<file path="config.mk">
export PLATFORM = sky130hd
export DESIGN_NAME = cpu_seq_ctrl_flat
export DESIGN_NICKNAME = d
export VERILOG_FILES = /design/src/rtl/cpu_seq_ctrl_if.sv /design/src/rtl/cpu_seq_ctrl.sv /design/src/flat_wrapper.sv
export SDC_FILE = /design/constraint.sdc
export NUM_CORES = 1
export LEC_CHECK = 0
export CAP_MARGIN = 20
export CORE_MARGIN = 2
export CORE_UTILIZATION = 25
export DETAILED_ROUTE_END_ITERATION = 6
export PLACE_DENSITY_LB_ADDON = 0.25
export SLEW_MARGIN = 15
export SYNTH_ARGS = -nofsm -noshare
export SYNTH_HDL_FRONTEND = slang
export SYNTH_SLANG_ARGS = --single-unit
</file>
<file path="constraint.sdc">
create_clock -name CLK -period 1.7 [get_ports CLK]
set_input_delay 0.34 -clock CLK [delete_from_list [all_inputs] [get_ports CLK]]
set_output_delay 0.34 -clock CLK [all_outputs]
set_load 0.01 [all_outputs]
</file>
<file path="src/rtl/cpu_seq_ctrl_if.sv">
// Fetch and datapath-control bundle between the sequencer and the CPU core.
// Latency: none (wires only).
// Backpressure: the fetch side holds imem_req until the memory answers with imem_valid.
interface cpu_seq_ctrl_if #(
    parameter int PC_W = 4
);
    logic            imem_req;
    logic [PC_W-1:0] imem_addr;
    logic [31:0]     imem_rdata;
    logic            imem_valid;
    logic [4:0]      rf_raddr1;
    logic [4:0]      rf_raddr2;
    logic [4:0]      rf_waddr;
    logic            rf_we;
    logic [2:0]      alu_op;
    logic            alu_src_imm;

    modport master (
        output imem_req, imem_addr, rf_raddr1, rf_raddr2, rf_waddr, rf_we, alu_op, alu_src_imm,
        input  imem_rdata, imem_valid
    );

    modport slave (
        input  imem_req, imem_addr, rf_raddr1, rf_raddr2, rf_waddr, rf_we, alu_op, alu_src_imm,
        output imem_rdata, imem_valid
    );
endinterface

</file>
<file path="src/rtl/cpu_seq_ctrl.sv">
// Multi-cycle sequencer: fetch, decode, execute, writeback with run/step/halt and illegal trap.
// Latency: 4 cycles per instruction with a zero-wait fetch, plus one IDLE cycle to start.
// Backpressure: FETCH waits indefinitely for imem_valid; imem_req stays high meanwhile.
module cpu_seq_ctrl #(
    parameter int PC_W  = 4,
    parameter int CNT_W = 16
) (
    input  logic             CLK,
    input  logic             RST_N,
    input  logic             run_en,
    input  logic             step,
    input  logic             halt_req,
    cpu_seq_ctrl_if.master   bus,
    output logic [PC_W-1:0]  pc,
    output logic             halted,
    output logic             illegal,
    output logic             retire_pulse,
    output logic [CNT_W-1:0] retire_count
);
    localparam logic [6:0] OPC_OP    = 7'b0110011;
    localparam logic [6:0] OPC_OPIMM = 7'b0010011;
    localparam logic [2:0] ALU_ADD   = 3'd0;
    localparam logic [2:0] ALU_SUB   = 3'd1;
    localparam logic [2:0] ALU_AND   = 3'd2;
    localparam logic [2:0] ALU_OR    = 3'd3;
    localparam logic [2:0] ALU_XOR   = 3'd4;

    typedef enum logic [2:0] {
        S_IDLE,
        S_FETCH,
        S_DECODE,
        S_EXECUTE,
        S_WRITEBACK,
        S_ERROR
    } state_t;

    state_t      state;
    state_t      state_nx;
    logic [31:0] ir;
    logic [2:0]  alu_op_q;
    logic        alu_src_imm_q;
    logic        wr_ok_q;
    logic        one_shot;

    logic        dec_legal;
    logic        dec_wr;
    logic        dec_imm;
    logic [2:0]  dec_op;

    logic        ld_ir;
    logic        ld_dec;
    logic        ld_once;
    logic        once_val;
    logic        trap;
    logic        retire;

    logic [6:0]  opcode;
    logic [2:0]  funct3;
    logic [6:0]  funct7;

    assign opcode = ir[6:0];
    assign funct3 = ir[14:12];
    assign funct7 = ir[31:25];

    // Register addresses come straight from IR so the register file sees them during EXECUTE.
    assign bus.rf_raddr1   = ir[19:15];
    assign bus.rf_raddr2   = ir[24:20];
    assign bus.rf_waddr    = ir[11:7];
    assign bus.imem_addr   = pc;
    assign bus.alu_op      = alu_op_q;
    assign bus.alu_src_imm = alu_src_imm_q;

    assign retire_pulse = retire;
    assign halted       = (state == S_IDLE) || (state == S_ERROR);

    // Classify the held instruction word; an all-zero word is a NOP that never writes.
    always_comb begin
        dec_legal = 1'b0;
        dec_wr    = 1'b0;
        dec_imm   = 1'b0;
        dec_op    = ALU_ADD;
        if (ir == 32'h0) begin
            dec_legal = 1'b1;
        end else if (opcode == OPC_OP) begin
            if (funct7 == 7'b0000000) begin
                case (funct3)
                    3'b000:  begin dec_legal = 1'b1; dec_op = ALU_ADD; end
                    3'b111:  begin dec_legal = 1'b1; dec_op = ALU_AND; end
                    3'b110:  begin dec_legal = 1'b1; dec_op = ALU_OR;  end
                    3'b100:  begin dec_legal = 1'b1; dec_op = ALU_XOR; end
                    default: dec_legal = 1'b0;
                endcase
            end else if ((funct7 == 7'b0100000) && (funct3 == 3'b000)) begin
                dec_legal = 1'b1;
                dec_op    = ALU_SUB;
            end
            dec_wr = dec_legal;
        end else if (opcode == OPC_OPIMM) begin
            dec_imm = 1'b1;
            case (funct3)
                3'b000:  begin dec_legal = 1'b1; dec_op = ALU_ADD; end
                3'b111:  begin dec_legal = 1'b1; dec_op = ALU_AND; end
                3'b110:  begin dec_legal = 1'b1; dec_op = ALU_OR;  end
                default: dec_legal = 1'b0;
            endcase
            dec_wr = dec_legal;
        end
    end

    // State register; reset lands in IDLE from anywhere, including mid-fetch.
    always_ff @(posedge CLK) begin
        if (!RST_N) begin
            state <= S_IDLE;
        end else begin
            state <= state_nx;
        end
    end

    // Next-state logic plus the per-state strobes that steer the datapath registers.
    always_comb begin
        state_nx      = state;
        ld_ir         = 1'b0;
        ld_dec        = 1'b0;
        ld_once       = 1'b0;
        once_val      = 1'b0;
        trap          = 1'b0;
        retire        = 1'b0;
        bus.imem_req  = 1'b0;
        bus.rf_we     = 1'b0;
        case (state)
            S_IDLE: begin
                // run_en wins over step, so a simultaneous step is a plain run.
                if (!halt_req && (run_en || step)) begin
                    state_nx = S_FETCH;
                    ld_once  = 1'b1;
                    once_val = !run_en;
                end
            end
            S_FETCH: begin
                bus.imem_req = 1'b1;
                if (bus.imem_valid) begin
                    ld_ir    = 1'b1;
                    state_nx = S_DECODE;
                end
            end
            S_DECODE: begin
                if (dec_legal) begin
                    ld_dec   = 1'b1;
                    state_nx = S_EXECUTE;
                end else begin
                    trap     = 1'b1;
                    state_nx = S_ERROR;
                end
            end
            S_EXECUTE: begin
                state_nx = S_WRITEBACK;
            end
            S_WRITEBACK: begin
                retire    = 1'b1;
                bus.rf_we = wr_ok_q && (ir[11:7] != 5'd0);
                ld_once   = 1'b1;
                once_val  = 1'b0;
                if (run_en && !halt_req && !one_shot) begin
                    state_nx = S_FETCH;
                end else begin
                    state_nx = S_IDLE;
                end
            end
            S_ERROR: begin
                state_nx = S_ERROR;
            end
            default: begin
                state_nx = S_IDLE;
            end
        endcase
    end

    // Architectural and control registers: IR, latched decode, PC, counters, sticky trap.
    always_ff @(posedge CLK) begin
        if (!RST_N) begin
            pc            <= '0;
            ir            <= '0;
            alu_op_q      <= ALU_ADD;
            alu_src_imm_q <= 1'b0;
            wr_ok_q       <= 1'b0;
            one_shot      <= 1'b0;
            illegal       <= 1'b0;
            retire_count  <= '0;
        end else begin
            if (ld_ir) begin
                ir <= bus.imem_rdata;
            end
            if (ld_dec) begin
                alu_op_q      <= dec_op;
                alu_src_imm_q <= dec_imm;
                wr_ok_q       <= dec_wr;
            end
            if (ld_once) begin
                one_shot <= once_val;
            end
            if (trap) begin
                illegal <= 1'b1;
            end
            if (retire) begin
                pc           <= pc + PC_W'(1);
                retire_count <= retire_count + CNT_W'(1);
            end
        end
    end
endmodule

</file>
<file path="src/flat_wrapper.sv">
// flat-port wrapper written by rule: the top's interface ports become plain ports
module cpu_seq_ctrl_flat 
#(
    parameter int PC_W  = 4,
    parameter int CNT_W = 16
)
  (CLK, RST_N, run_en, step, halt_req, pc, halted, illegal, retire_pulse, retire_count, bus_imem_req, bus_imem_addr, bus_rf_raddr1, bus_rf_raddr2, bus_rf_waddr, bus_rf_we, bus_alu_op, bus_alu_src_imm, bus_imem_rdata, bus_imem_valid);
  cpu_seq_ctrl_if #(.PC_W(PC_W)) bus_i ();
  input  logic CLK;
  input  logic RST_N;
  input  logic run_en;
  input  logic step;
  input  logic halt_req;
  output logic [PC_W-1:0] pc;
  output logic halted;
  output logic illegal;
  output logic retire_pulse;
  output logic [CNT_W-1:0] retire_count;
  output wire logic [$bits(bus_i.imem_req)-1:0] bus_imem_req;
  output wire logic [$bits(bus_i.imem_addr)-1:0] bus_imem_addr;
  output wire logic [$bits(bus_i.rf_raddr1)-1:0] bus_rf_raddr1;
  output wire logic [$bits(bus_i.rf_raddr2)-1:0] bus_rf_raddr2;
  output wire logic [$bits(bus_i.rf_waddr)-1:0] bus_rf_waddr;
  output wire logic [$bits(bus_i.rf_we)-1:0] bus_rf_we;
  output wire logic [$bits(bus_i.alu_op)-1:0] bus_alu_op;
  output wire logic [$bits(bus_i.alu_src_imm)-1:0] bus_alu_src_imm;
  input wire logic [$bits(bus_i.imem_rdata)-1:0] bus_imem_rdata;
  input wire logic [$bits(bus_i.imem_valid)-1:0] bus_imem_valid;
  assign bus_imem_req = bus_i.imem_req;
  assign bus_imem_addr = bus_i.imem_addr;
  assign bus_rf_raddr1 = bus_i.rf_raddr1;
  assign bus_rf_raddr2 = bus_i.rf_raddr2;
  assign bus_rf_waddr = bus_i.rf_waddr;
  assign bus_rf_we = bus_i.rf_we;
  assign bus_alu_op = bus_i.alu_op;
  assign bus_alu_src_imm = bus_i.alu_src_imm;
  assign bus_i.imem_rdata = bus_imem_rdata;
  assign bus_i.imem_valid = bus_imem_valid;
  cpu_seq_ctrl #(.PC_W(PC_W), .CNT_W(CNT_W)) u_core (.CLK(CLK), .RST_N(RST_N), .run_en(run_en), .step(step), .halt_req(halt_req), .bus(bus_i), .pc(pc), .halted(halted), .illegal(illegal), .retire_pulse(retire_pulse), .retire_count(retire_count));
endmodule
</file>
==> impl_results.md <==
- Most common cell after layout, fill and taps aside: nand2_1
- Total number of vias: 2559
- DP HPWL: 5270 µm
- Clock slew at reported path FFs: 0.06 ns
- Post-Syn Area: 0.00295 mm²
- Sw Ratio: 0.239
- Crit-path cells: nor3b_4 > buf_6 > dlygate4sd2_1
- Synth Area in Compound Gates: 0.149
- Post-Syn Nets: 385
- Post-Synth Adder-Cell Area: 0.00849
- Number of global-route vias before repair: 2496
- Clk_lat worst skew: 0.32 ns
- Status: complete, no violations
- Min-Delay Path Class: flop to flop
- Post-layout worst setup margin: 0.0504 ns
- Initial Util: 0.257
- Boundary Pins: 86
- GRT Total Usage: 0.119
- Synthesis-stage register bit count: 62
- Max IR drop VDD: 457 µV
- Worst min-delay path endpoint: u_core.ir[26]$_SDFFE_PN0P_
- Total CTS buffers: 9
- Hold path startpoint: u_core.ir[26]$_SDFFE_PN0P_
- Minimum clock period: 1.65 ns
- Final Hold Viols: 0
- Vias per cell: 4.41
- First-pass GRT wire length: 12100 µm
- Largest net degree at the start of global routing: 33
- Post-Place Setup Slack: -0.176 ns
- Fmax: 606 MHz
- Worst Hold Path Cells: 2
- XOR/XNOR Fraction of Synth Area: 0.0476
- Sw power: 0.994 mW
- Cells after DPL: 558
- Avg Cell Area, Syn: 8.54 µm²
- Worst R2R Start: u_core.ir[17]$_SDFFE_PN0P_
- Synth async-reset ratio: 0
- Fin crit share: 0.970
- EDFF count, synth: 0
- Cell variety after synth: 38
- Final wirelength: 7550 µm
- Sink Count: 62
- Drt wl/cell: 13.0 µm
- Crit path largest cell delay: 0.34 ns
- Drt pass-1 iters: 4
- Clock tree buffer depth: 2
- Seq/Total Area, Yosys: 0.421
- Multiplexer area fraction after synthesis: 0.0102
- Synthesis Warnings: 0
- Total power: 4.15 mW
- R2R Setup Slk: 0.07 ns
- Die Height: 113 µm
- Initial DRC count: 119
- Startpoint class of the critical path: flop
- Most frequent cells in the layout: nand2_1 (83), clkdlybuf4s50_1 (77), dfxtp_1 (51)
- Max-Cap Viols: 0
- Die area: 0.0127 mm²
- Clk network pwr share: 0.487
- Setup Skew: 0.00742 ns
- FP Rows: 39
- I/O Buffers: 85
- Pins over their slew limit: 0
- Req. time, crit path: 1.36 ns
- Slew margin rel.: 0.708
- Sequential Power Share: 0.374
- Die width: 113 µm
- Share of post-route cells with drive strength above 1: 0.176
- Final #Nets: 472
- Initial antenna violation count: 0
- R2r worst-path depth: 6
- Kind of critical path: flop to primary output
- Routability Congestion: 0.739
- Slowest-stage cell, CP: dfxtp_2
- DRT antenna net count: 0
- CTS tree: yes
- Slew @ Worst Pin: 0.438 ns
- CP arrival: 1.31 ns
- Logic pwr share: 0.138
- Drt drc: 0
- Finish-stage setup viols: 0
- Final Non-Filler Cells: 580
- Antenna fix cells: 0
- Core Area: 0.0115 mm²
- Ys flop type: dfxtp_1
- Crit Reg-Reg Endpoint: u_core.bus.alu_op[1]$_SDFFE_PN0P_
- Area growth syn-to-layout: 50.5%
- Power Density: 937 mW/mm²
- Syn Inst Count: 345
- Grt ovf: 0
- CTS Root Buffer Type: clkbuf_16
- Crit path max fanout: 2
- P_leak: 1.74 nW
- Worst setup EP type: primary output
- Combinational family with the most area after synthesis: simple AND/OR/NAND/NOR gates
- H-Tree Depth: 3
- Synth Area in Simple Gates: 0.285
- Total internal power: 3.16 mW
- RSZ-0062 raised after global routing: yes
==> critical path, delay by kind of cell (launching register included) <==
| family | cells | cell delay [ns] |
|---|---|---|
| buf+inv | 2 | 0.40 |
| flops | 1 | 0.34 |
| simple gates | 1 | 0.25 |
==> power groups by stage <==
stage / clock (mW) / combinational, mW / sequential [mW]
after floorplan: 0 / 0.285 / 1.57
after global placement: 0 / 0.544 / 1.58
after detailed placement: 0 / 0.547 / 1.58
after CTS: 2.06 / 0.557 / 1.55
after global routing: 2.14 / 0.635 / 1.56
final: 2.02 / 0.575 / 1.56
==> worst max path at each step <==
stage	startpoint	to	slack, ns	cells past startpoint
floorplan	u_core.ir[27]$_SDFFE_PN0P_	u_core.bus.alu_op[1]$_SDFFE_PN0P_	0.18	5
global placement	u_core.ir[17]$_SDFFE_PN0P_	u_core.bus.alu_op[1]$_SDFFE_PN0P_	-0.15	6
detailed placement	u_core.ir[17]$_SDFFE_PN0P_	u_core.bus.alu_op[1]$_SDFFE_PN0P_	-0.18	6
CTS	u_core.state[1]$_SDFFE_PN0P_	u_core.retire_count[13]$_SDFFE_PN0P_	-0.02	7
global route	u_core.state[0]$_SDFFE_PN0P_	u_core.retire_count[13]$_SDFFE_PN0P_	-0.03	7
finish	u_core.state[0]$_SDFFE_PN0P_	retire_pulse	0.05	3
==> synthesized netlist by cell type, types with 4 or more instances <==
| master | n | area share |
|---|---|---|
| a21boi_0 | 17 | 0.043 |
| a21boi_1 | 18 | 0.046 |
| and2_1 | 18 | 0.038 |
| and3_1 | 5 | 0.011 |
| and4_1 | 4 | 0.012 |
| buf_2 | 6 | 0.010 |
| buf_4 | 20 | 0.051 |
| clkbuf_1 | 11 | 0.014 |
| dfxtp_1 | 62 | 0.42 |
| nand2_1 | 83 | 0.11 |
| nand2b_1 | 5 | 0.011 |
| nand3_1 | 6 | 0.010 |
| nand3b_1 | 4 | 0.010 |
| nand4_1 | 6 | 0.013 |
| nor2_1 | 6 | 0.0076 |
| nor2b_1 | 4 | 0.0085 |
| nor3_1 | 6 | 0.010 |
| nor4_1 | 4 | 0.0085 |
| o21ai_0 | 9 | 0.015 |
| o31ai_1 | 4 | 0.010 |
| xnor2_1 | 8 | 0.024 |
| xor2_1 | 8 | 0.024 |
==> layout make-up <==
type                       instances  area (µm²)
multi-input combinational        243        1540
clock inverter                     6        92.6
inverter                           3        11.3
tap                              143         179
sequential                        62        1250
fill                            1174        7030
timing repair buffer             113        1110
clock buffer                      10         239
==> layer usage <==
layer | GRT usage | share of wire | vias to the layer above
met5 | 0 | 0 | -
met2 | 0.185 | 0.46 | 47
met3 | 0.0356 | 0.046 | 7
li1 | - | - | 1329
met4 | 0.0463 | 0.014 | 0
met1 | 0.154 | 0.48 | 1176
==> sequential cells by signal, summed over array words and instances (netlist names) <==
signal,cells
u_core.bus.alu_op,3
u_core.bus.alu_src_imm,1
u_core.bus.imem_addr,4
u_core.illegal,1
u_core.ir,32
u_core.one_shot,1
u_core.retire_count,16
u_core.state,3
u_core.wr_ok_q,1
==> repair_timing <==
action	4_1_cts	5_1_grt
setup buffers	3	2
pin swaps	4	7
gates resized for setup	21	24
hold buffers	0	0
cloned	0	1
endpoints found under the setup margin	13	38
==> per-stage QoR <==
step / util / area, µm² / setup TNS, ns / hold WS, ns
2_1_floorplan: - / 2950 / 0 / 0.435
3_3_place_gp: 0.344 / 3940 / -0.356 / 0.446
3_5_place_dp: 0.344 / 3940 / -0.479 / 0.454
4_1_cts: 0.379 / 4350 / -0.0219 / 0.463
5_1_grt: 0.387 / 4430 / -0.0522 / 0.480
6_report: 0.387 / 4430 / 0 / 0.459
==> logic make-up (layout without fill, tap and decap cells) <==
group	after synthesis	after routing
compound gates	61	61
xor+xnor	16	16
fa+ha+maj	2	2
buf+inv	40	132
flops	62	62
mux	3	3
simple gates	161	161
(Power assumes the default switching activity.)
==> variant 1 (same flow settings) <==
The 6 states of `state_t` get a one-hot encoding in 6 bits.
--- a/src/rtl/cpu_seq_ctrl.sv
+++ b/src/rtl/cpu_seq_ctrl.sv
@@ -25,13 +25,13 @@
     localparam logic [2:0] ALU_OR    = 3'd3;
     localparam logic [2:0] ALU_XOR   = 3'd4;
 
-    typedef enum logic [2:0] {
-        S_IDLE,
-        S_FETCH,
-        S_DECODE,
-        S_EXECUTE,
-        S_WRITEBACK,
-        S_ERROR
+    typedef enum logic [5:0] {
+        S_IDLE      = 6'b000001,
+        S_FETCH     = 6'b000010,
+        S_DECODE    = 6'b000100,
+        S_EXECUTE   = 6'b001000,
+        S_WRITEBACK = 6'b010000,
+        S_ERROR     = 6'b100000
     } state_t;
 
     state_t      state;
Check against the original RTL: same outputs for any inputs over 10 cycles, from zero or initial values and one cycle with RST_N low; not proved beyond that.
==> variant 1 against the unedited design <==
- the flow now finishes with violations (negative setup slack)
- sequential cell count grew 3
- cell count rose by 7.4%
- synthesized area increased by 1.6%
- fmax is 8.1% lower
- worst setup slack lost 150 ps
- routed wire length up 13%
- cell area grew 5.5%
- largest cell class unchanged
Power is not compared: it rests on default switching activity, and its combinational part moved more than twofold at a synthesized area within 25%.
==> variant 1: results (changes against the unedited design) <==
stage	metric	value	unit	change
place	HPWL after DPL	5780	um	was 5270 um
cells_and_area	fillcell total	1152		was 1,174
min_path	Hold Startpoint	u_core.ir[29]$_SDFFE_PN0P_		was u_core.ir[26]$_SDFFE_PN0P_
global_route	vias in the first global route	2807		was 2,496
yosys	Mapped Nets	409		was 385
global_route	first-pass GRT wire length	13700	um	was 12,100 um
sta	Post-Route Setup TNS	-265	ps	was 0 ps
sta	Slew @ Worst Pin	392	ps	was 438 ps
place	GP Congestion	0.801		was 0.739
sta	Fin Clk Skew	5.28	ps	was 7.42 ps
worst_setup_path	Max Fanout on Critical Path	4		was 2
yosys	Synth top cells by count	nand2_1, dfxtp_1, a21oi_1		was nand2_1, dfxtp_1, buf_4
worst_setup_path	Critical R2R Capture	u_core.state[0]$_SDFFE_PN1P_		was u_core.bus.alu_op[1]$_SDFFE_PN0P_
route	vias	2879		was 2,559
route	DRT iter0 DRCs	132		was 119
route	WL/cell	13.7	um	was 13.0 um
global_route	largest net degree at the start of global routing	36		was 33
sta	endpoints failing setup	5		was 0
run_status	outcome	finished, violations left		was finished, final reports clean
worst_setup_path	Reg-to-Reg Start	u_core.state[2]$_SDFFE_PN0P_		was u_core.ir[17]$_SDFFE_PN0P_
yosys	post-synthesis sequential area ratio	43.5	%	was 42.1%
yosys	count of different cell masters after synthesis	54		was 38
sta	final hold slack	457	ps	was 459 ps
yosys	Synth area leaders	dfxtp_1, nand2_1, a21oi_1		was dfxtp_1, nand2_1, buf_4
worst_setup_path	Crit path largest cell delay	530	ps	was 340 ps
sta	Worst Setup Slack, final	-95.3	ps	was 50.4 ps
worst_setup_path	Worst Path Arrival	2010	ps	was 1310 ps
cells_and_area	fin nets	518		was 472
global_route	Global Route Usage Sum	13.5	%	was 11.9%
cells_and_area	share of cells above drive strength 1	22.5	%	was 17.6%
worst_setup_path	cell family with most CP delay	simple AND/OR/NAND/NOR gates		was buffers and inverters
run_status	failing checks	negative setup slack		
## variant 1: cell count changes in the layout (fill, tap and decap cells not counted), sizes merged, moves of 6 or more
cell / unedited run / this run
a21oi: 3 / 44
a21boi: 35 / 2
buf: 29 / 49
nand2: 83 / 91
and2: 18 / 4
or3: 2 / 8
nor2: 6 / 22
## variant 1: cells by family after synthesis
kind of cell	Yosys count	share of synthesized area [%]
XOR/XNOR	13	3.80
adder cells (fa/ha/maj)	2	0.836
AND/OR/NAND/NOR	174	29.5
buffers and inverters	41	7.82
flip-flops	65	43.5
AO/OA/AOI/OAI	73	14.2
multiplexers	1	0.334
## variant 1: per-layer routing
layer  share of wire (%)  up-vias  wire (um)  track usage (%)
met2                  47       54       4040             21.0
met5                   0        -          0                0
li1                    -     1466          -                -
met1                  47     1351       3970             17.4
met3                 4.7        8        401             4.52
met4                 1.4        0        117             4.88
## variant 1: worst register-to-register path, cell delays in order, from the launching register on
cell and delay, ps:
dfxtp_4 350, or4_4 530, buf_6 140, nor4b_4 270
o21a_1 200, a211o_1 110, o211ai_1 80
## variant 1: cell type report
type	count	area share (%)
Clock inverter	1	0.107
Sequential cell	65	28.1
Tap cell	143	3.82
Timing Repair Buffer	132	27.3
Clock buffer	12	5.27
Inverter	7	0.561
Multi-Input combinational cell	263	34.8
## variant 1: what timing repair did
action / 4_1_cts / 5_1_grt
pin swaps: 11 / 13
endpoints found under the setup margin: 15 / 42
hold buffers: 0 / 0
setup buffers: 3 / 4
cloned: 1 / 1
gates resized for setup: 37 / 36
## variant 1: worst max-delay path by stage
stage | startpoint | to | slack, ps
floorplan | u_core.state[1]$_SDFFE_PN0P_ | u_core.state[0]$_SDFFE_PN1P_ | 70
global placement | u_core.state[2]$_SDFFE_PN0P_ | halted | -180
detailed placement | u_core.state[2]$_SDFFE_PN0P_ | halted | -180
CTS | u_core.state[2]$_SDFFE_PN0P_ | halted | -90
global route | u_core.state[2]$_SDFFE_PN0P_ | u_core.state[0]$_SDFFE_PN1P_ | -170
finish | u_core.state[2]$_SDFFE_PN0P_ | u_core.state[0]$_SDFFE_PN1P_ | -100
## variant 1: through the flow
| step | setup WS [ps] | cells | cell area, um^2 |
|---|---|---|---|
| after floorplan | 74.0 | 369 | 2990 |
| after global placement | -176 | 602 | 4130 |
| after detailed placement | -178 | 602 | 4130 |
| after CTS | -90.0 | 619 | 4490 |
| after global routing | -171 | 623 | 4680 |
| final | -95.3 | 623 | 4680 |
## variant 1: power breakdown
group | internal, mW | total [mW] | switching [mW] | leakage, nW
clock network | 0.998 | 1.63 | 0.627 | 0.124
logic | 0.150 | 0.253 | 0.103 | 1.13
registers | 1.53 | 1.54 | 0.00891 | 0.529
total | 2.68 | 3.42 | 0.739 | 1.79
==> variant 2 (same settings) <==
Without the edit above. `CNT_W` is set to 16 in 2 places; all go to 32.
--- a/src/rtl/cpu_seq_ctrl.sv
+++ b/src/rtl/cpu_seq_ctrl.sv
@@ -3,7 +3,7 @@
 // Backpressure: FETCH waits indefinitely for imem_valid; imem_req stays high meanwhile.
 module cpu_seq_ctrl #(
     parameter int PC_W  = 4,
-    parameter int CNT_W = 16
+    parameter int CNT_W = 32
 ) (
     input  logic             CLK,
     input  logic             RST_N,
--- a/src/flat_wrapper.sv
+++ b/src/flat_wrapper.sv
@@ -2,7 +2,7 @@
 module cpu_seq_ctrl_flat 
 #(
     parameter int PC_W  = 4,
-    parameter int CNT_W = 16
+    parameter int CNT_W = 32
 )
   (CLK, RST_N, run_en, step, halt_req, pc, halted, illegal, retire_pulse, retire_count, bus_imem_req, bus_imem_addr, bus_rf_raddr1, bus_rf_raddr2, bus_rf_waddr, bus_rf_we, bus_alu_op, bus_alu_src_imm, bus_imem_rdata, bus_imem_valid);
   cpu_seq_ctrl_if #(.PC_W(PC_W)) bus_i ();
Interface: changed (resized retire_count); port bits go from 86 to 102. The function was not compared with the original's and may differ.
==> variant 2 against the unedited design <==
- hold slack got worse by 42 ps
- fmax fell by 1.2%
- routed wire length grew 33%
- synthesized area grew 29%
- cell area up 27%
- total power grew 7.1%
- sequential cell count rose by 16
- worst setup slack worse by 20 ps
- critical path type unchanged
==> variant 2: results (changes against the unedited design) <==
stage	metric	value	unit	change
run_status	outcome	finished, final reports clean		unchanged
place	placed cells	733		was 558
route	drt first pass iters	4		unchanged
route	post-DR vias/cell	4.52		was 4.41
clock_tree	htree depth	3		unchanged
yosys	top_reg_cell synth	dfxtp_1		unchanged
yosys	Synth top cells by count	nand2_1, dfxtp_1, and2_1		was nand2_1, dfxtp_1, buf_4
yosys	Avg Cell Area, Syn	8.63	um^2	was 8.54 um^2
min_path	Hold Crit Class	input port to flop		was flop to flop
cells_and_area	# diodes	0		unchanged
route	DRT iter0 DRCs	133		was 119
route	Post-Route WL	10100	um	was 7550 um
cells_and_area	fin nets	601		was 472
place	HPWL after DPL	7500	um	was 5270 um
yosys	YS warnings	0		unchanged
worst_setup_path	Worst Path Arrival	1330	ps	was 1310 ps
clock_tree	number of buffers created by CTS	9		unchanged
global_route	first-pass GRT wire length	16700	um	was 12,100 um
place	Port Buf Inserts	101		was 85
clock_tree	insertion delay to the later sink of the worst-skew pair	340	ps	was 320 ps
clock_tree	Reg clk slew, reported paths	60	ps	about the same
clock_tree	Clock Path Buffers	2		unchanged
yosys	count of different cell masters after synthesis	51		was 38
yosys	Mapped Nets	481		was 385
pwr	worst vdd ir	0.464	mV	was 0.457 mV
run	Max-cap violations	0		unchanged
sta	Slew @ Worst Pin	317	ps	was 438 ps
yosys	Async SR Flop Fraction	0	%	unchanged
worst_setup_path	slowest stage cell, crit path	dfxtp_4		was dfxtp_2
global_route	largest net degree at the start of global routing	33		unchanged
yosys	post-synthesis sequential area ratio	41.0	%	was 42.1%
global_route	vias in the first global route	3362		was 2,496
sta	Fin Clk Skew	8.79	ps	was 7.42 ps
place	pre-CTS setup slack	-72.5	ps	was -176 ps
place	GP Congestion	0.760		was 0.739
clock_tree	CTS tree	built		unchanged
place	dpl cell area	0.00521	mm^2	was 0.00394 mm^2
cells_and_area	share of cells above drive strength 1	19.4	%	was 17.6%
clock_tree	clock root cell	clkbuf_16		unchanged
global_route	initial antenna violation count	0		unchanged
global_route	Global Route Usage Sum	12.9	%	was 11.9%
worst_setup_path	Crit path largest cell delay	370	ps	was 340 ps
pwr	sw frac	25.1	%	was 23.9%
cells_and_area	Non-Filler Instances	754		was 580
worst_setup_path	cell family with most CP delay	flip-flops		was buffers and inverters
yosys	Synth area leaders	dfxtp_1, nand2_1, and2_1		was dfxtp_1, nand2_1, buf_4
pwr	Leakage	2.27	nW	was 1.74 nW
worst_setup_path	Max Fanout on Critical Path	7		was 2
## variant 2: cells by family after synthesis
family	synth area share [%]
multiplexers	1.05
flip-flops	41.0
adder cells (fa/ha/maj)	0.657
buffers and inverters	6.71
AND/OR/NAND/NOR	30.5
AO/OA/AOI/OAI	12.9
XOR/XNOR	7.13
## variant 2: worst paths after layout
path	slack, ps	start	to	cells after the start
worst min register to register	470	u_core.ir[6]$_SDFFE_PN0P_	u_core.ir[6]$_SDFFE_PN0P_	2
worst max register to register	50	u_core.state[2]$_SDFFE_PN0P_	u_core.retire_count[31]$_SDFFE_PN0P_	7
worst min-delay path	420	RST_N	u_core.ir[30]$_SDFFE_PN0P_	2
worst max-delay path	30	u_core.state[0]$_SDFFE_PN0P_	bus_rf_we	5
## variant 2: power groups by stage
stage | clock [mW] | combinational [mW] | sequential (mW)
2_1_floorplan | 0 | 0.329 | 1.95
3_3_place_gp | 0 | 0.614 | 1.97
3_5_place_dp | 0 | 0.617 | 1.97
4_1_cts | 1.94 | 0.625 | 1.93
5_1_grt | 2.03 | 0.705 | 1.94
6_report | 1.87 | 0.638 | 1.94
## variant 2: cell type report
class | count | area [um^2]
Clock buffer | 13 | 270
Tap cell | 188 | 235
Multi-Input combinational cell | 317 | 2060
Sequential cell | 78 | 1580
Clock inverter | 3 | 17.5
Fill cell | 1533 | 9410
Timing Repair Buffer | 153 | 1450
Inverter | 2 | 7.51
## variant 2: repair_timing
action	in CTS	in global routing
gates resized for setup	34	22
gates cloned	0	0
buffers inserted	2	3
endpoints found under the setup margin	27	36
pin swaps	3	7
## variant 2: metal layers
layer / share of wire (%) / global-route usage, %
met2: 46 / 20.9
met5: 0 / 0
met4: 1.8 / 5.24
met1: 46 / 16.1
met3: 6.2 / 4.02
